==> src/rtl/aes_pkg.sv <==
// -----------------------------------------------------------------------------
// aes_pkg
// Shared definitions for the AES round scheduler:
//   - key length codes carried on keylen
//   - round counts Nr for each legal key length
//   - scheduler state encoding
//   - width of the round-key index
//   - nr_of(): maps a key length code to its round count
// -----------------------------------------------------------------------------
package aes_pkg;

   localparam int ROUND_W = 4;

   typedef logic [ROUND_W-1:0] round_t;

   localparam logic [1:0] KEYLEN_128 = 2'd0;
   localparam logic [1:0] KEYLEN_192 = 2'd1;
   localparam logic [1:0] KEYLEN_256 = 2'd2;
   localparam logic [1:0] KEYLEN_ILL = 2'd3;

   localparam round_t NR_128 = 4'd10;
   localparam round_t NR_192 = 4'd12;
   localparam round_t NR_256 = 4'd14;

   typedef enum logic [2:0] {
      ST_IDLE  = 3'd0,
      ST_KINIT = 3'd1,
      ST_KWAIT = 3'd2,
      ST_INIT  = 3'd3,
      ST_ROUND = 3'd4,
      ST_DONE  = 3'd5
   } state_t;

   // The illegal code never reaches this lookup (it is rejected at key_init);
   // it falls back to the AES-128 count so the result is always in range.
   function automatic round_t nr_of(input logic [1:0] kl);
      round_t nr;
      case (kl)
         KEYLEN_128: nr = NR_128;
         KEYLEN_192: nr = NR_192;
         KEYLEN_256: nr = NR_256;
         default:    nr = NR_128;
      endcase
      return nr;
   endfunction

endpackage

==> src/rtl/aes_round_ctr.sv <==
// -----------------------------------------------------------------------------
// aes_round_ctr
// Loadable 4-bit up/down round-key index counter with terminal match.
// Ports:
//   clk, reset_n   clock, asynchronous active-low reset
//   load           load load_val as the new index (priority over step)
//   load_val       index loaded on load
//   load_term      terminal index that applies from the load onwards
//   step           advance one position towards term (up or down)
//   up             step direction: 1 = increment, 0 = decrement
//   term           terminal index used when not loading
//   count          registered current index
//   at_term        registered flag: count equals the terminal index
//   match_nxt      the index being written this cycle equals its terminal index
// The counter saturates at term: a step that would move past it is ignored,
// so the index never wraps.
// -----------------------------------------------------------------------------
module aes_round_ctr
   import aes_pkg::*;
(
   input  logic   clk,
   input  logic   reset_n,
   input  logic   load,
   input  round_t load_val,
   input  round_t load_term,
   input  logic   step,
   input  logic   up,
   input  round_t term,
   output round_t count,
   output logic   at_term,
   output logic   match_nxt
);

   round_t count_r;
   round_t count_nxt_s;
   round_t term_nxt_s;
   logic   at_term_r;
   logic   can_step_s;

   // Next index: load wins, otherwise step only while still short of term.
   always_comb begin
      count_nxt_s = count_r;
      term_nxt_s  = term;
      if (up) begin
         can_step_s = (count_r < term);
      end else begin
         can_step_s = (count_r > term);
      end
      if (load) begin
         count_nxt_s = load_val;
         term_nxt_s  = load_term;
      end else if (step && can_step_s) begin
         if (up) begin
            count_nxt_s = count_r + 4'd1;
         end else begin
            count_nxt_s = count_r - 4'd1;
         end
      end else begin
         count_nxt_s = count_r;
      end
   end

   // Index and terminal-match registers.
   always_ff @(posedge clk or negedge reset_n) begin
      if (!reset_n) begin
         count_r   <= 4'd0;
         at_term_r <= 1'b0;
      end else begin
         count_r   <= count_nxt_s;
         at_term_r <= (count_nxt_s == term_nxt_s);
      end
   end

   assign count     = count_r;
   assign at_term   = at_term_r;
   assign match_nxt = (count_nxt_s == term_nxt_s);

endmodule

==> src/rtl/aes_round_sched.sv <==
// -----------------------------------------------------------------------------
// aes_round_sched
// Control FSM for an iterative AES core: sequences key expansion through the
// key memory and steps the cipher datapath through its rounds, arbitrating
// the shared S-box between the two.
// Ports:
//   clk, reset_n    clock, asynchronous active-low reset
//   key_init/keylen request key expansion; keylen 0/1/2 = 128/192/256, 3 illegal
//   next/encdec     request one block; encdec 1 = encrypt, 0 = decrypt
//   ready           idle and able to accept a request
//   key_valid       expanded key complete
//   error           one-cycle pulse on a rejected request
//   km_init         one-cycle init pulse to the key memory
//   km_ready        key memory ready flag
//   round           round-key index to the key memory read port
//   sbox_sel        S-box owner: 0 = key memory, 1 = cipher datapath
//   dp_start        datapath loads the block and applies the first round key
//   dp_round_en     a round is pending in the datapath
//   dp_final        the pending round is the last one (no MixColumns)
//   dp_round_ack    datapath finished the pending round
//   result_valid    one-cycle pulse: block result available
// All outputs are registered; each is written with the value belonging to
// the state being entered, so outputs and state change on the same edge.
// -----------------------------------------------------------------------------
module aes_round_sched
   import aes_pkg::*;
(
   input  logic       clk,
   input  logic       reset_n,
   input  logic       key_init,
   input  logic [1:0] keylen,
   input  logic       next,
   input  logic       encdec,
   output logic       ready,
   output logic       key_valid,
   output logic       error,
   output logic       km_init,
   input  logic       km_ready,
   output logic [3:0] round,
   output logic       sbox_sel,
   output logic       dp_start,
   output logic       dp_round_en,
   output logic       dp_final,
   input  logic       dp_round_ack,
   output logic       result_valid
);

   state_t     state_r;
   state_t     state_nxt_s;
   logic       ready_r;
   logic       key_valid_r;
   logic       error_r;
   logic       km_init_r;
   logic       sbox_sel_r;
   logic       dp_start_r;
   logic       dp_round_en_r;
   logic       dp_final_r;
   logic       result_valid_r;
   logic [1:0] keylen_r;
   logic       encdec_r;
   logic       seen_low_r;

   logic       err_s;
   logic       kv_set_s;
   logic       kv_clr_s;
   logic       lat_key_s;
   logic       lat_enc_s;
   logic       ctr_load_s;
   round_t     ctr_load_val_s;
   round_t     ctr_load_term_s;
   logic       ctr_step_s;
   round_t     nr_s;
   round_t     term_s;
   round_t     ctr_count_s;
   logic       ctr_at_term_s;
   logic       ctr_match_nxt_s;

   assign nr_s   = nr_of(keylen_r);
   assign term_s = encdec_r ? nr_s : 4'd0;

   aes_round_ctr u_ctr (
      .clk       (clk),
      .reset_n   (reset_n),
      .load      (ctr_load_s),
      .load_val  (ctr_load_val_s),
      .load_term (ctr_load_term_s),
      .step      (ctr_step_s),
      .up        (encdec_r),
      .term      (term_s),
      .count     (ctr_count_s),
      .at_term   (ctr_at_term_s),
      .match_nxt (ctr_match_nxt_s)
   );

   // Next-state and request decode. Requests are only honoured in IDLE once
   // ready is up, which also masks the first cycle after reset release.
   always_comb begin
      state_nxt_s     = state_r;
      err_s           = 1'b0;
      kv_set_s        = 1'b0;
      kv_clr_s        = 1'b0;
      lat_key_s       = 1'b0;
      lat_enc_s       = 1'b0;
      ctr_load_s      = 1'b0;
      ctr_load_val_s  = 4'd0;
      ctr_load_term_s = 4'd0;
      ctr_step_s      = 1'b0;
      case (state_r)
         ST_IDLE: begin
            if (ready_r && key_init) begin
               // key_init has priority; a simultaneous next is dropped silently
               if (keylen == KEYLEN_ILL) begin
                  err_s = 1'b1;
               end else begin
                  state_nxt_s = ST_KINIT;
                  kv_clr_s    = 1'b1;
                  lat_key_s   = 1'b1;
                  ctr_load_s  = 1'b1;   // new key: index restarts at 0
               end
            end else if (ready_r && next) begin
               if (key_valid_r) begin
                  state_nxt_s     = ST_INIT;
                  lat_enc_s       = 1'b1;
                  ctr_load_s      = 1'b1;
                  ctr_load_val_s  = encdec ? 4'd0 : nr_s;
                  ctr_load_term_s = encdec ? nr_s : 4'd0;
               end else begin
                  err_s = 1'b1;
               end
            end else begin
               state_nxt_s = ST_IDLE;
            end
         end
         ST_KINIT: begin
            state_nxt_s = ST_KWAIT;
         end
         ST_KWAIT: begin
            // The key memory must drop ready first, so a stale high level
            // left over from before km_init cannot end the wait.
            if (km_ready && seen_low_r) begin
               state_nxt_s = ST_IDLE;
               kv_set_s    = 1'b1;
            end else begin
               state_nxt_s = ST_KWAIT;
            end
         end
         ST_INIT: begin
            state_nxt_s = ST_ROUND;
            ctr_step_s  = 1'b1;
         end
         ST_ROUND: begin
            if (dp_round_ack) begin
               if (ctr_at_term_s) begin
                  state_nxt_s = ST_DONE;
               end else begin
                  ctr_step_s = 1'b1;
               end
            end else begin
               state_nxt_s = ST_ROUND;
            end
         end
         ST_DONE: begin
            state_nxt_s = ST_IDLE;
         end
         default: begin
            state_nxt_s = ST_IDLE;
         end
      endcase
   end

   // State, latched request fields and registered outputs.
   always_ff @(posedge clk or negedge reset_n) begin
      if (!reset_n) begin
         state_r        <= ST_IDLE;
         ready_r        <= 1'b0;
         key_valid_r    <= 1'b0;
         error_r        <= 1'b0;
         km_init_r      <= 1'b0;
         sbox_sel_r     <= 1'b0;
         dp_start_r     <= 1'b0;
         dp_round_en_r  <= 1'b0;
         dp_final_r     <= 1'b0;
         result_valid_r <= 1'b0;
         keylen_r       <= KEYLEN_128;
         encdec_r       <= 1'b0;
         seen_low_r     <= 1'b0;
      end else begin
         state_r        <= state_nxt_s;
         ready_r        <= (state_nxt_s == ST_IDLE);
         error_r        <= err_s;
         km_init_r      <= (state_nxt_s == ST_KINIT);
         sbox_sel_r     <= (state_nxt_s == ST_INIT) || (state_nxt_s == ST_ROUND) ||
                           (state_nxt_s == ST_DONE);
         dp_start_r     <= (state_nxt_s == ST_INIT);
         dp_round_en_r  <= (state_nxt_s == ST_ROUND);
         dp_final_r     <= (state_nxt_s == ST_ROUND) && ctr_match_nxt_s;
         result_valid_r <= (state_nxt_s == ST_DONE);

         if (kv_clr_s) begin
            key_valid_r <= 1'b0;
         end else if (kv_set_s) begin
            key_valid_r <= 1'b1;
         end else begin
            key_valid_r <= key_valid_r;
         end

         if (lat_key_s) begin
            keylen_r <= keylen;
         end else begin
            keylen_r <= keylen_r;
         end

         if (lat_enc_s) begin
            encdec_r <= encdec;
         end else begin
            encdec_r <= encdec_r;
         end

         if (state_nxt_s == ST_KINIT) begin
            seen_low_r <= 1'b0;
         end else if ((state_r == ST_KWAIT) && !km_ready) begin
            seen_low_r <= 1'b1;
         end else begin
            seen_low_r <= seen_low_r;
         end
      end
   end

   assign ready        = ready_r;
   assign key_valid    = key_valid_r;
   assign error        = error_r;
   assign km_init      = km_init_r;
   assign round        = ctr_count_s;
   assign sbox_sel     = sbox_sel_r;
   assign dp_start     = dp_start_r;
   assign dp_round_en  = dp_round_en_r;
   assign dp_final     = dp_final_r;
   assign result_valid = result_valid_r;

endmodule

==> config.mk <==
export PLATFORM = sky130hd
export DESIGN_NAME = aes_round_sched
export DESIGN_NICKNAME = d
export VERILOG_FILES = /design/src/rtl/aes_pkg.sv /design/src/rtl/aes_round_ctr.sv /design/src/rtl/aes_round_sched.sv
export SDC_FILE = /design/constraint.sdc
export NUM_CORES = 1
export LEC_CHECK = 0
export ABC_AREA = 1
export BUFFER_PORTS_ARGS = -buffer_cell sky130_fd_sc_hd__buf_2
export CAP_MARGIN = 20
export CORE_MARGIN = 2
export CORE_UTILIZATION = 43
export CTS_CLUSTER_DIAMETER = 120
export DETAILED_ROUTE_END_ITERATION = 12
export PLACE_DENSITY = 0.74
export SYNTH_ARGS = -nofsm -noshare
export SYNTH_HDL_FRONTEND = slang
export SYNTH_SLANG_ARGS = --single-unit
==> constraint.sdc <==
create_clock -name clk -period 4.3 [get_ports clk]
set_input_delay 0.86 -clock clk [delete_from_list [all_inputs] [get_ports clk]]
set_output_delay 0.86 -clock clk [all_outputs]
set_load 0.05 [all_outputs]
After elaboration in Yosys (flattened, before gate mapping)

Cells that the tools add are included.

Add/sub/neg operators: 2
$lt $le $gt $ge: 2
Equal/unequal tests: 12
Multiplexer cells: 48
Reduce and logical (&&, ||, !) cells: 13

Operators with widths:

| operator              | number |
|---|---|
| $mux W4               | 15 |
| $mux W1               | 23 |
| $mux W3               | 6 |
| $pmux W3 S5           | 1 |
| $eq A3 B2 Y1 const B  | 3 |
| $eq A3 B3 Y1 const B  | 3 |
| $eq A3 B1 Y1 const B  | 2 |
| $logic_and A1 B1 Y1   | 6 |
| $logic_not A3 Y1      | 2 |
| $pmux W3 S2           | 1 |
| $add A4 B1 Y4 const B | 1 |
| $eq A2 B2 Y1 const B  | 2 |
| $eq A4 B4 Y1          | 1 |
| $gt A4 B4 Y1          | 1 |
| $lt A4 B4 Y1          | 1 |
| $reduce_bool A2 Y1    | 2 |
| $sub A4 B1 Y4 const B | 1 |
| $eq A2 B1 Y1 const B  | 1 |
| $logic_or A1 B1 Y1    | 2 |
| $mux W2               | 1 |
| $pmux W1 S2           | 1 |
| $logic_not A1 Y1      | 1 |

Register bits after elaboration: 21
Logic and storage cells: 92

Depth between registers and ports, before layout

Gate-level depths: netlist of the first run.

Depth after elaboration: 10
Depth in mapped cells: 19

Hierarchy

A second synthesis of the first run with hierarchy kept.

Cell total of the unflattened synthesis: 185
Area, all modules: 1435.1 um2

By module, submodules not included:

| module          | instances | cells each | area each (um2) | seq. area each (um2) |
|---|---|---|---|---|
| aes_round_sched | 1         | 92         | 787.0           | 400.4 |
| aes_round_ctr   | 1         | 93         | 648.1           | 125.1 |

Least setup slack after synthesis of the first run

Ideal clock, no wire load.

Path kind: flip-flop to flip-flop
From: register keylen_r[0]
To: register u_ctr.at_term_r, in the netlist u_ctr.at_term
Setup time: 116 ps
Arrival: 1926 ps
Data required time: 4184 ps
Setup slack: 2258 ps
Cell stages (with the launch flop): 17
Path buffers: 0
Period minus slack after synthesis: 2042 ps
Cell sequence: dfrtp_1 -> ha_1 -> inv_1 -> nand2_1 -> ha_1 -> nand3_1 -> nand2_1 -> nand2_1 -> nand2_1 -> inv_1 -> nand2_1 -> nand2_1 -> nand3_1 -> a21oi_1 -> nor2_1 -> nand2_1 -> inv_1

Cells in the longest elaborated chain, start to end: 9

RTL lines:

| element                                        | line                                                                  | text |
|---|---|---|
| start: declaration                             | aes_round_sched.sv:59                                                 | `logic [1:0] keylen_r;` |
| start signal: assignment                       | aes_round_sched.sv:208                                                | `keylen_r <= keylen;` |
| start signal: assignment                       | aes_round_sched.sv:210                                                | `keylen_r <= keylen_r;` |
| $eq A2 B2 Y1 or $eq A2 B1 Y1 (tied branches)   | aes_pkg.sv:38                                                         | `case (kl)` |
| $pmux W3 S2 *                                  | aes_pkg.sv:38                                                         |  |
| $mux W4 (on tied branches)                     | aes_round_sched.sv:79, aes_round_sched.sv:125, aes_round_sched.sv:126 |  |
| $gt A4 B4 Y1 (tied with other cells)           | aes_round_ctr.sv:47                                                   | `can_step_s = (count_r > term);` |
| $mux W1 or $mux W4 (tied branches)             | aes_round_ctr.sv:44, aes_round_sched.sv:120                           |  |
| $logic_and A1 B1 Y1 or $mux W4 (tied branches) | aes_round_ctr.sv:52, aes_round_sched.sv:110                           |  |
| $mux W4 (on tied branches)                     | aes_round_ctr.sv:52, aes_round_sched.sv:108                           |  |
| $mux W4                                        | aes_round_ctr.sv:49                                                   | `if (load) begin` |
| $eq A4 B4 Y1 *                                 | n/a                                                                   |  |
| via ctr_match_nxt_s                            | aes_round_sched.sv:76                                                 | `logic ctr_match_nxt_s;` |
| end signal: assignment                         | aes_round_ctr.sv:70                                                   | `at_term_r <= (count_nxt_s == term_nxt_s);` |
| end: declaration                               | aes_round_ctr.sv:37                                                   | `logic at_term_r;` |

The timed path passes the listed nets; every way through them passes the cells marked *.
A chain may end at the register's enable or synchronous reset.

Final worst setup path of the first run

From: register keylen_r[0]
To: register u_ctr.at_term_r, in the netlist u_ctr.at_term

Cells in the longest elaborated chain, start to end: 9

RTL lines:

| element                                        | line                                          | text |
|---|---|---|
| $eq A2 B2 Y1 or $eq A2 B1 Y1 (tied branches)   | aes_pkg.sv:38                                 |  |
| $pmux W3 S2 *                                  | aes_pkg.sv:38                                 |  |
| $mux W4 (on tied branches)                     | aes_round_sched.sv:79, aes_round_sched.sv:125 |  |
| $gt A4 B4 Y1 (tied with other cells)           | aes_round_ctr.sv:47                           |  |
| $mux W1 or $mux W4 (tied branches)             | aes_round_ctr.sv:44, aes_round_sched.sv:120   |  |
| $logic_and A1 B1 Y1 or $mux W4 (tied branches) | aes_round_ctr.sv:52, aes_round_sched.sv:110   |  |
| $mux W4 (on tied branches)                     | aes_round_ctr.sv:52, aes_round_sched.sv:108   |  |
| $mux W4 *                                      | aes_round_ctr.sv:49                           |  |
| via u_ctr.count_nxt_s[1]                       | aes_round_ctr.sv:35                           | `round_t count_nxt_s;` |
| $eq A4 B4 Y1 *                                 | n/a                                           |  |
| via ctr_match_nxt_s                            | aes_round_sched.sv:76                         |  |

Marked as above.

==> results.md, run 1 <==
- worst hold slack: 0.4791 ns
- number of pins with negative max-slew slack in the final report: 0
- via count: 1062
- floorplan die width: 57.76 um
- CP max FO: 5
- setup repair after global routing missed its margin: false
- least setup slack across all paths after layout: 2.044 ns
- iteration-0 DRC count of the detailed router: 21
- Syn Nets: 173
- Ports: 22
- final instance count without filler cells: 213
- final hold vios: 0
- Floorplan Core Area: 0.002758 mm2
- CTS tree: yes
- first-pass GRT wire length: 4181 um
- detail-routed net length per standard cell: 11.39 um
- worst flop-to-flop path endpoint: u_ctr.at_term
- Async S/R FF share, synth: 100.0%
- First-pass DRT Iterations: 4
- number of rows created at floorplan: 19
- Layout Nets: 199
- cell area after synthesis: 0.001242 mm2
- H-tree depth: 1
- number of antenna repair diodes: 0
- post-route core utilization: 51.36%
- Yosys Warn Count: 0
- status: finished clean
- highest signal layer in the routed design: met4
- number of synthesized flops with an enable pin: 0
- final setup violating endpoints: 0
- worst slack, placed: 2.061 ns
- Max-cap violations: 0
- Syn-to-layout area delta: 14.00%
- # port buffers: 21
- Worst setup EP type: register
- count of mapped cells out of synthesis: 157
- number of gates resized after CTS: 0
- per-instance average area after synthesis: 7.914 um2
- die area: 0.003336 mm2
- power density of the placed cells: 795.7 mW/mm2
- Critical Path Sink: u_ctr.at_term
- crit start category: register
- # placed instances: 209
- worst rel slew slack: 68.40%
- upper clock frequency limit: 443.3 MHz
- main flop type after synthesis: sky130_fd_sc_hd__dfrtp_1
- total design power: 1.127 mW
- sum of negative setup slack: 0 ns
- clock tree root buffer cell: sky130_fd_sc_hd__clkbuf_4
- Die H: 57.76 um
- IR Drop Worst-Case VDD: 0.0004959 V
- overflow left after global routing: 0
- largest clock skew in the final design: 0.01084 ns
- worst reg-to-reg setup slack: 2.04 ns
- part of the Yosys area used for sequential elements: 42.30%
- final cell area excluding filler cells: 0.001416 mm2
- Setup crit start: keylen_r[0]
- placement-stage cell area: 0.001386 mm2
- post-CTS setup-driven buffer insertion count: 0
- r2r worst-path depth: 18
- clk sink count: 21
- most frequent cells in the layout: sky130_fd_sc_hd__nand2_1, sky130_fd_sc_hd__inv_1, sky130_fd_sc_hd__dfrtp_1, sky130_fd_sc_hd__buf_2, sky130_fd_sc_hd__nand3_1
- number of antenna violations at the first check in global routing: 0
- RD Place Congestion: 0.8828
- via count of the first global-routing pass: 991
- effective utilization at floorplan: 45.05%
- hold-fix buffers at CTS: 0
- worst hold path type: input pin to async pin
- DRC violation count after routing: 0
- final clock period utilization by the worst path: 52.46%
- Final min period: 2.256 ns
- clk slew on worst S/H paths: 0.13 ns
- flip-flop count of the largest register after layout: 4
- met2 routed wirelength: 1120 um
- static power due to leakage: 0.8416 nW
- maximum number of pins on one net before global-route repair: 22
- global-route usage over all layers: 16.27%
- CTS Buffer Depth: 2
- detailed-routed wire length on met3: 77 um
- DRT met1 WL: 1189 um
- slew at the pin closest to its max-slew limit: 0.4740 ns
- number of distinct library cells after synthesis: 23
- post-synthesis sequential element count: 21
- share of cells above drive strength 1: 23.08%
- Clock Latency Late Sink: 0.31 ns
- Critical Path AT: 2.47 ns
- most common library cell in the layout ignoring fill and taps: sky130_fd_sc_hd__nand2_1
- detailed-route wire length: 2426 um
- required time reported for the critical path endpoint: 4.52 ns
- average via count per standard cell: 4.986
- residual antenna-violating net count after detailed routing: 0
- Detailed Place HPWL: 1952 um
- startpoint of the worst-slack reg-to-reg timing path: keylen_r[0]
- clock buffer count from CTS: 3
- critical path start-end classification: register to register
==> worst max-delay path, stage by stage (launching register included) <==
cell and delay, ns:
sky130_fd_sc_hd__dfrtp_1 0.41, sky130_fd_sc_hd__ha_1 0.31, sky130_fd_sc_hd__inv_1 0.07, sky130_fd_sc_hd__nand2_1 0.07
sky130_fd_sc_hd__ha_1 0.29, sky130_fd_sc_hd__nand3_1 0.09, sky130_fd_sc_hd__nand2_1 0.07, sky130_fd_sc_hd__nand2_1 0.06
sky130_fd_sc_hd__nand2_1 0.05, sky130_fd_sc_hd__inv_1 0.11, sky130_fd_sc_hd__nand2_1 0.11, sky130_fd_sc_hd__nand2_1 0.09
sky130_fd_sc_hd__nand3_2 0.07, sky130_fd_sc_hd__nand2_1 0.10, sky130_fd_sc_hd__nand2_1 0.06, sky130_fd_sc_hd__nand2_1 0.05
sky130_fd_sc_hd__nor2_1 0.03, sky130_fd_sc_hd__nand2_1 0.09, sky130_fd_sc_hd__inv_1 0.05
==> synthesized netlist by cell type (2+ instances only) <==
cell type | instances | area [um2]
sky130_fd_sc_hd__a21oi_1 | 7 | 35.03
sky130_fd_sc_hd__dfrtp_1 | 21 | 525.5
sky130_fd_sc_hd__ha_1 | 6 | 75.07
sky130_fd_sc_hd__inv_1 | 28 | 105.1
sky130_fd_sc_hd__inv_2 | 3 | 11.26
sky130_fd_sc_hd__nand2_1 | 37 | 138.9
sky130_fd_sc_hd__nand2_2 | 4 | 25.02
sky130_fd_sc_hd__nand2_4 | 2 | 22.52
sky130_fd_sc_hd__nand3_1 | 20 | 100.1
sky130_fd_sc_hd__nand3_2 | 2 | 20.02
sky130_fd_sc_hd__nand4_1 | 2 | 12.51
sky130_fd_sc_hd__nor2_1 | 7 | 26.28
sky130_fd_sc_hd__nor2_4 | 3 | 33.78
sky130_fd_sc_hd__nor3_1 | 3 | 15.01
sky130_fd_sc_hd__o21ai_0 | 3 | 15.01
sky130_fd_sc_hd__o21ai_1 | 2 | 10.01
==> worst min-delay path by stage <==
stage / start / to / slack (ns)
after detailed placement: keylen_r[0] / keylen_r[0] / 0.49
after global placement: keylen_r[0] / keylen_r[0] / 0.46
after floorplan: keylen_r[0] / keylen_r[0] / 0.45
after CTS: reset_n / key_valid / 0.49
final: reset_n / sbox_sel / 0.48
after global routing: reset_n / sbox_sel / 0.51
==> power by group <==
| group | internal [mW] | switching (mW) |
|---|---|---|
| logic | 0.209 | 0.498 |
| registers | 0.271 | 0.0498 |
| clock network | 0.0355 | 0.0635 |
| total | 0.516 | 0.611 |
==> metal layers <==
metal / vias up / track usage (%)
li1: 543 / -
met1: 492 / 21.60
met2: 23 / 26.79
met3: 4 / 2.009
met4: 0 / 6.977
met5: - / 0
==> final cells by class <==
class                           count  area [um2]
Clock buffer                        3       22.52
Inverter                           32       122.6
Fill cell                         267        1341
Sequential cell                    21       525.5
Timing Repair Buffer               21       105.1
Clock inverter                      1       7.507
Multi-Input combinational cell    104       594.3
Tap cell                           31       38.79
==> cells by family (layout without fill, tap and decap cells) <==
kind of cell,count (synthesis),in the layout,synth area share (%)
buf+inv,32,57,9.869
simple gates,84,84,34.64
fa+ha+maj,7,7,7.653
xor+xnor,1,1,0.7051
flops,21,21,42.30
compound gates,12,12,4.833
(Power assumes the default switching activity.)
==> run 2: changes to the inputs <==
- clock period: 4.3 -> 2.1 ns (I/O delays scaled with it)
==> run 2 against run 1 <==
  * Critical endpoint is now dp_final
  * Flip-flop and latch count did not move
  * Largest power group unchanged
  * Count of clock-buffer cells in the layout did not move
  * First-iteration DRC count rose by 52%
  * Total power rose by 140%
  * Highest routed layer unchanged
  * Non-clock buffer count rose by 10
  * The flow now finishes with violations (setup timing)
  * Global-route usage rose by 0.57 points
  * Cell area rose by 12%
  * Critical path type unchanged
  * Hold slack got worse by 0.44 ns
  * Utilization rose by 5.9 points
==> results.md, run 2 (synthesis gave the netlist of run 1 again) <==
- status: finished, violations left
- failing checks: setup timing
- Layout Nets: 209, +5.0%
- sum of negative setup slack: -0.1248 ns, -0.1248 ns
- clock buffer count from CTS: 3, unchanged
- clk sink count: 21, unchanged
- detailed-route wire length: 2651 um, +9.3%
- worst reg-to-reg setup slack: -0.07 ns, -2.11 ns
- global routing met1 resource utilization: 20.34%, -1.3 points
- final setup violating endpoints: 2, +2
- clock tree root buffer cell: sky130_fd_sc_hd__clkbuf_4
- first-pass GRT wire length: 4298 um, +2.8%
- final clock period utilization by the worst path: 103.3%, +51 points
- hold-fix buffers at CTS: 0, unchanged
- Critical Path AT: 2.43 ns, -0.04 ns
- H-tree depth: 1, unchanged
- cell-by-cell listing of the critical path: ha_4 -> inv_4 -> nand2_4 -> ha_4 -> nand3_2 -> nand2_2 -> nand2_1 -> nand2_1 -> inv_2 -> nand2_4 -> nand2_2 -> nand3_2 -> nand2_2 -> nand2_2 -> nand2_1 -> nor2_1 -> nand2_1 -> nor2_2
- crit start category: register
- worst flop-to-flop path endpoint: dp_final
- Worst setup EP type: register
- net switching power: 1.423 mW, +130%
- startpoint of the worst-slack reg-to-reg timing path: keylen_r[0]
- CTS Buffer Depth: 2, unchanged
- setup repair after global routing missed its margin: true
- detail-routed net length per standard cell: 11.89 um, +4.4%
- Ports: 22, unchanged
- share of cells above drive strength 1: 37.50%, +14 points
- critical path start-end classification: register to register
- First-pass DRT Iterations: 4, unchanged
- global-route met3 utilization: 2.902%, +0.89 points
- final hold vios: 0, unchanged
- clk slew on worst S/H paths: 0.13 ns, about the same
- iteration-0 DRC count of the detailed router: 32, +52%
- clock group share of total power: 7.7%, -1.1 points
- static power due to leakage: 0.9012 nW, +7.1%
- required time reported for the critical path endpoint: 2.36 ns, -2.16 ns
- switching power as a share of total power: 52.57%, -1.7 points
- CP max FO: 5, unchanged
- DRC violation count after routing: 0, unchanged
- flip-flop count of the largest register after layout: 4, unchanged
- Final min period: 2.170 ns, -0.08604 ns
- Detailed Place HPWL: 1908 um, -2.3%
- average via count per standard cell: 4.955, -0.62%
- via count: 1105, +4.0%
- # port buffers: 21, unchanged
- number of antenna violations at the first check in global routing: 0, unchanged
- Power Internal: 1.284 mW, +150%
- worst hold path type: input pin to async pin
- most utilized layer in the global route result: met2
- worst rel slew slack: 68.42%, about the same
- slew at the pin closest to its max-slew limit: 0.4736 ns, -0.0003897 ns
- post-route core utilization: 57.30%, +5.9 points
- global-route usage over all layers: 16.84%, +0.57 points
- number of rows created at floorplan: 19, unchanged
- number of antenna repair diodes: 0, unchanged
- upper clock frequency limit: 460.9 MHz, +4.0%
- Max-cap violations: 0, unchanged
- slowest CP cell: sky130_fd_sc_hd__dfrtp_1
- floorplan die width: 57.76 um, unchanged
- Clock Latency Late Sink: 0.32 ns, about the same
- Syn-to-layout area delta: 27.19%
- largest clock skew in the final design: 0.002948 ns, -0.007887 ns
- IR Drop Worst-Case VDD: 0.001113 V, +120%
- Largest stage delay, worst path: 0.44 ns, +0.03 ns
- GR met2 Demand/Resource: 28.25%, +1.5 points
- r2r worst-path depth: 18, unchanged
- CTS tree: yes
- die area: 0.003336 mm2, unchanged
- maximum number of pins on one net before global-route repair: 22, unchanged
- RD Place Congestion: 0.8982, +1.7%
- effective utilization at floorplan: 45.05%, unchanged
- Floorplan Core Area: 0.002758 mm2, unchanged
- overflow left after global routing: 0, unchanged
- power density of the placed cells: 1713 mW/mm2, +120%
- Setup crit start: keylen_r[0]
- worst slack, placed: -0.1595 ns, -2.221 ns
- Die H: 57.76 um, unchanged
- residual antenna-violating net count after detailed routing: 0, unchanged
- number of pins with negative max-slew slack in the final report: 0, unchanged
- via count of the first global-routing pass: 1072, +8.2%
- most frequent cells in the layout: sky130_fd_sc_hd__nand2_1, sky130_fd_sc_hd__inv_1, sky130_fd_sc_hd__dfrtp_1, sky130_fd_sc_hd__buf_2, sky130_fd_sc_hd__nand3_1
- least setup slack across all paths after layout: -0.06985 ns, -2.114 ns
- fraction of power consumed by combinational cells: 67.8%, +5.0 points
- total design power: 2.706 mW, +140%
- sequential fraction of design power: 24.4%, -4.1 points
- most common library cell in the layout ignoring fill and taps: sky130_fd_sc_hd__nand2_1
-- run 2: cell types whose count changed in the layout (fill, tap and decap cells not counted), moves of 2 or more --
cell,delta
sky130_fd_sc_hd__inv_2,+2
sky130_fd_sc_hd__nand3_1,-5
sky130_fd_sc_hd__nand3_2,+5
sky130_fd_sc_hd__ha_4,+2
sky130_fd_sc_hd__nand2_4,+2
sky130_fd_sc_hd__inv_1,-3
sky130_fd_sc_hd__ha_1,-2
sky130_fd_sc_hd__nand2_2,+7
sky130_fd_sc_hd__buf_4,+10
sky130_fd_sc_hd__nand2_1,-9
-- run 2: layer usage --
layer	share of wire, %	wire [um]
met1	45	1205
met2	49	1303
met3	2.9	77
met4	2.5	65
met5	0	0
-- run 2: area by class of cell --
type | instances | area, um2
Inverter | 32 | 125.1
Multi-Input combinational cell | 104 | 680.7
Fill cell | 242 | 1177
Clock buffer | 3 | 22.52
Tap cell | 31 | 38.79
Sequential cell | 21 | 525.5
Timing Repair Buffer | 31 | 180.2
Clock inverter | 1 | 7.507
-- run 2: metrics by stage --
step           area [um2]  cells  hold slack (ns)
2_1_floorplan        1242    157           0.1244
3_3_place_gp         1416    213           0.3919
3_5_place_dp         1416    213           0.4036
4_1_cts              1501    220          0.04427
5_1_grt              1580    223          0.04752
6_report             1580    223          0.03477
-- run 2: timing repair --
item | CTS | global route
endpoints found under the setup margin | 2 | 2
gates resized for setup | 8 | 15
buffers inserted | 3 | 3
pin swaps | 3 | 14
-- run 2: power groups by stage --
stage	Combinational [mW]	Sequential (mW)	Clock, mW
2_1_floorplan	0.869	0.944	0
3_3_place_gp	1.48	0.662	0
3_5_place_dp	1.50	0.666	0
4_1_cts	1.63	0.659	0.214
5_1_grt	2.03	0.679	0.237
6_report	1.84	0.661	0.209
-- run 2: worst max-delay path by stage --
| stage | end | slack (ns) |
|---|---|---|
| after global routing | dp_final | -0.16 |
| after detailed placement | u_ctr.at_term | -0.16 |
| after CTS | dp_final | 0.02 |
| after global placement | dp_final | -0.09 |
| after floorplan | u_ctr.at_term | 0.06 |
| final | dp_final | -0.07 |
-- run 2: critical path: cells and delay by family (launching register included) --
kind | cells | cell delay (ns)
adder cells (fa/ha/maj) | 2 | 0.52
buffers and inverters | 2 | 0.14
flip-flops | 1 | 0.44
AND/OR/NAND/NOR | 14 | 1.02
==> run 3: changes to the inputs <==
- ABC_AREA: 1 -> not set
==> run 3 against run 2 <==
  * The flow still finishes with violations (setup timing)
  * Register-to-register slack got worse by 0.48 ns
  * First-iteration DRC count rose by 75%
  * Count of clock-buffer cells in the layout is the same
  * Critical endpoint unchanged
  * Flip-flop and latch count is the same
  * Area after synthesis rose by 1.6%
  * Highest routed layer unchanged
  * Synthesized cell count is 18% lower
  * Final cell count shrank 6.7%
  * Global-route usage increased by 2.9 points
==> results.md, run 3 <==
- worst reg-to-reg setup slack: -0.55 ns, -0.48 ns
- final cell area excluding filler cells: 0.001695 mm2, +7.3%
- number of pins with negative max-slew slack in the final report: 0, unchanged
- area fraction in compound gates after synthesis: 21.61%, +17 points
- failing checks: setup timing
- final hold vios: 0, unchanged
- main flop type after synthesis: sky130_fd_sc_hd__dfrtp_1
- RD Place Congestion: 0.9094, +1.2%
- slew at the pin closest to its max-slew limit: 0.4547 ns, -0.01892 ns
- # port buffers: 21, unchanged
- r2r worst-path depth: 12, -6
- Async S/R FF share, synth: 100.0%, unchanged
- post-synthesis sequential element count: 21, unchanged
- Fillers: 251, +3.7%
- Critical Path AT: 2.85 ns, +0.42 ns
- Die H: 58.19 um, +0.74%
- Commonest cells post-synth: sky130_fd_sc_hd__dfrtp_1, sky130_fd_sc_hd__nand2_1, sky130_fd_sc_hd__nor2_1, sky130_fd_sc_hd__o21ai_0, sky130_fd_sc_hd__a21oi_1
- number of antenna violations at the first check in global routing: 0, unchanged
- highest signal layer in the routed design: met4
- sum of negative setup slack: -1.467 ns, -1.342 ns
- placement-stage cell area: 0.001615 mm2, +14%
- share of synthesized area spent on multiplexers: 1.685%, +1.7 points
- worst hold path type: input pin to async pin
- Ports: 22, unchanged
- # placed instances: 201, -5.6%
- most frequent cells in the layout: sky130_fd_sc_hd__buf_4, sky130_fd_sc_hd__buf_2, sky130_fd_sc_hd__dfrtp_1
- clk slew on worst S/H paths: 0.12 ns, about the same
- detail-routed net length per standard cell: 14.53 um, +22%
- Yosys Warn Count: 0, unchanged
- Max-cap violations: 0, unchanged
- Floorplan Core Area: 0.002781 mm2, +0.86%
- most common library cell in the layout ignoring fill and taps: sky130_fd_sc_hd__buf_4
- required time reported for the critical path endpoint: 2.31 ns, -0.05 ns
- H-tree depth: 1, unchanged
- Clock Latency Late Sink: 0.31 ns, about the same
- crit start category: register
- average via count per standard cell: 5.553, +12%
- CTS Buffer Depth: 2, unchanged
- hold-fix buffers at CTS: 0, unchanged
- Layout Nets: 194, -7.2%
- final setup violating endpoints: 6, +4
- DRC violation count after routing: 0, unchanged
- maximum number of pins on one net before global-route repair: 22, unchanged
- CTS tree: yes
- die area: 0.003385 mm2, +1.5%
- area share of fa/ha/maj cells after synthesis: 7.532%, -0.12 points
- first-pass GRT wire length: 5085 um, +18%
- clock tree root buffer cell: sky130_fd_sc_hd__clkbuf_4
- met2 routed wirelength: 1448 um, +11%
- final instance count without filler cells: 208, -6.7%
- largest area contributor in the netlist: sky130_fd_sc_hd__dfrtp_1
- upper clock frequency limit: 378.1 MHz, -18%
- least setup slack across all paths after layout: -0.5450 ns, -0.4752 ns
- CP max FO: 6, +1
- floorplan die width: 58.19 um, +0.74%
- via count: 1155, +4.5%
- detailed-routed wire length on met3: 177 um, +130%
- worst slack, placed: -0.5160 ns, -0.3565 ns
- worst rel slew slack: 69.69%, +1.3 points
- largest clock skew in the final design: 0.005968 ns, +0.003020 ns
- count of mapped cells out of synthesis: 128, -18%
- Simple-Gate Fraction of Synth Area: 22.79%, -12 points
- Syn Nets: 144, -17%
- per-instance average area after synthesis: 9.863 um2, +25%
- overflow left after global routing: 0, unchanged
- share of cells above drive strength 1: 45.20%, +7.7 points
- XOR/XNOR Fraction of Synth Area: 2.081%, +1.4 points
- residual antenna-violating net count after detailed routing: 0, unchanged
- top post-synthesis cells by area: sky130_fd_sc_hd__dfrtp_1, sky130_fd_sc_hd__ha_1, sky130_fd_sc_hd__nand2_1
- clk sink count: 21, unchanged
- Syn-to-layout area delta: 34.29%
- First-pass DRT Iterations: 4, unchanged
- via count of the first global-routing pass: 1141, +6.4%
- combinational family with the most area after synthesis: simple AND/OR/NAND/NOR gates
- sequential cell area: 530.5 um2, +0.95%
- cell area after synthesis: 0.001262 mm2, +1.6%
- Detailed Place HPWL: 2304 um, +21%
- status: finished, violations left
- number of synthesized flops with an enable pin: 0, unchanged
- area occupied by multi-input gates: 775.7 um2, +14%
- number of antenna repair diodes: 0, unchanged
- setup repair after global routing missed its margin: true
- global-route usage over all layers: 19.69%, +2.9 points
- detailed-route wire length: 3022 um, +14%
- part of the Yosys area used for sequential elements: 41.63%, -0.67 points
- number of distinct library cells after synthesis: 45, +96%
- DRT met1 WL: 1382 um, +15%
- final clock period utilization by the worst path: 126.0%, +23 points
- effective utilization at floorplan: 45.39%, +0.33 points
- Final min period: 2.645 ns, +0.4752 ns
- most used standard cell by instance count after synthesis: sky130_fd_sc_hd__dfrtp_1
- critical path start-end classification: register to register
- number of rows created at floorplan: 19, unchanged
- flip-flop count of the largest register after layout: 4, unchanged
- Worst setup EP type: register
- clock buffer count from CTS: 3, unchanged
- iteration-0 DRC count of the detailed router: 56, +75%
- fraction of post-synthesis cell area in the top cell type by area: 41.63%, -0.67 points
-- run 3: changes by cell type after synthesis, sizes merged, moves of 5 or more --
cell / change
o21ai: +5
nand2: -29
nand3: -16
inv: -26
-- run 3: cell type report --
class,instances,share of cell area [%]
flip-flops and latches,21,31.29
well taps,31,2.288
multi-input cells,99,45.76
inverters,6,1.328
clock inverters,1,0.2952
clock buffers,3,1.328
repair buffers,47,17.71
-- run 3: what timing repair did --
item                                    4_1_cts  5_1_grt
resized for setup                             4        3
endpoints found under the setup margin        6        6
pin swaps                                     5        4
buffers inserted                              2        1
-- run 3: logic make-up after synthesis --
logic type / after synthesis
AND/OR/NAND/NOR: 51
AO/OA/AOI/OAI: 36
flip-flops: 21
buffers and inverters: 8
adder cells (fa/ha/maj): 7
XOR/XNOR: 3
multiplexers: 2
-- run 3: critical path, cell delays in order, from the launching register on --
cell and delay, ns:
sky130_fd_sc_hd__dfrtp_1 0.39, sky130_fd_sc_hd__inv_2 0.08, sky130_fd_sc_hd__ha_4 0.20, sky130_fd_sc_hd__nand2b_4 0.14, sky130_fd_sc_hd__ha_4 0.26, sky130_fd_sc_hd__nand3b_1 0.17
sky130_fd_sc_hd__a21oi_4 0.25, sky130_fd_sc_hd__o2bb2ai_2 0.07, sky130_fd_sc_hd__a41o_1 0.23, sky130_fd_sc_hd__a21oi_2 0.18, sky130_fd_sc_hd__o21ai_2 0.08, sky130_fd_sc_hd__a221oi_2 0.27
sky130_fd_sc_hd__and3b_1 0.21
-- run 3: layer usage --
metal / vias up / GRT usage [%]
met4: 0 / 2.990
met5: - / 0
li1: 567 / -
met3: 5 / 4.911
met2: 43 / 33.28
met1: 540 / 26.06
-- run 3: final timing paths --
kind                             endpoint   startpoint
setup / recovery                 dp_final  keylen_r[1]
hold / removal                      ready      reset_n
setup reg to reg                 dp_final  keylen_r[1]
hold reg to reg                seen_low_r   seen_low_r
max in group asynchronous  u_ctr.count[0]      reset_n
min in group clk              keylen_r[1]    keylen[1]
-- run 3: metrics by stage --
stage	hold slack [ns]	utilization (%)
6_report	0.03453	60.95
3_5_place_dp	0.3958	58.07
3_3_place_gp	0.3838	58.07
4_1_cts	0.04407	60.19
2_1_floorplan	0.1244	-
5_1_grt	0.05691	60.95
Power of run 3 is not shown: default switching activity piles up to over one toggle a cycle in this logic, so the estimate is an artifact.
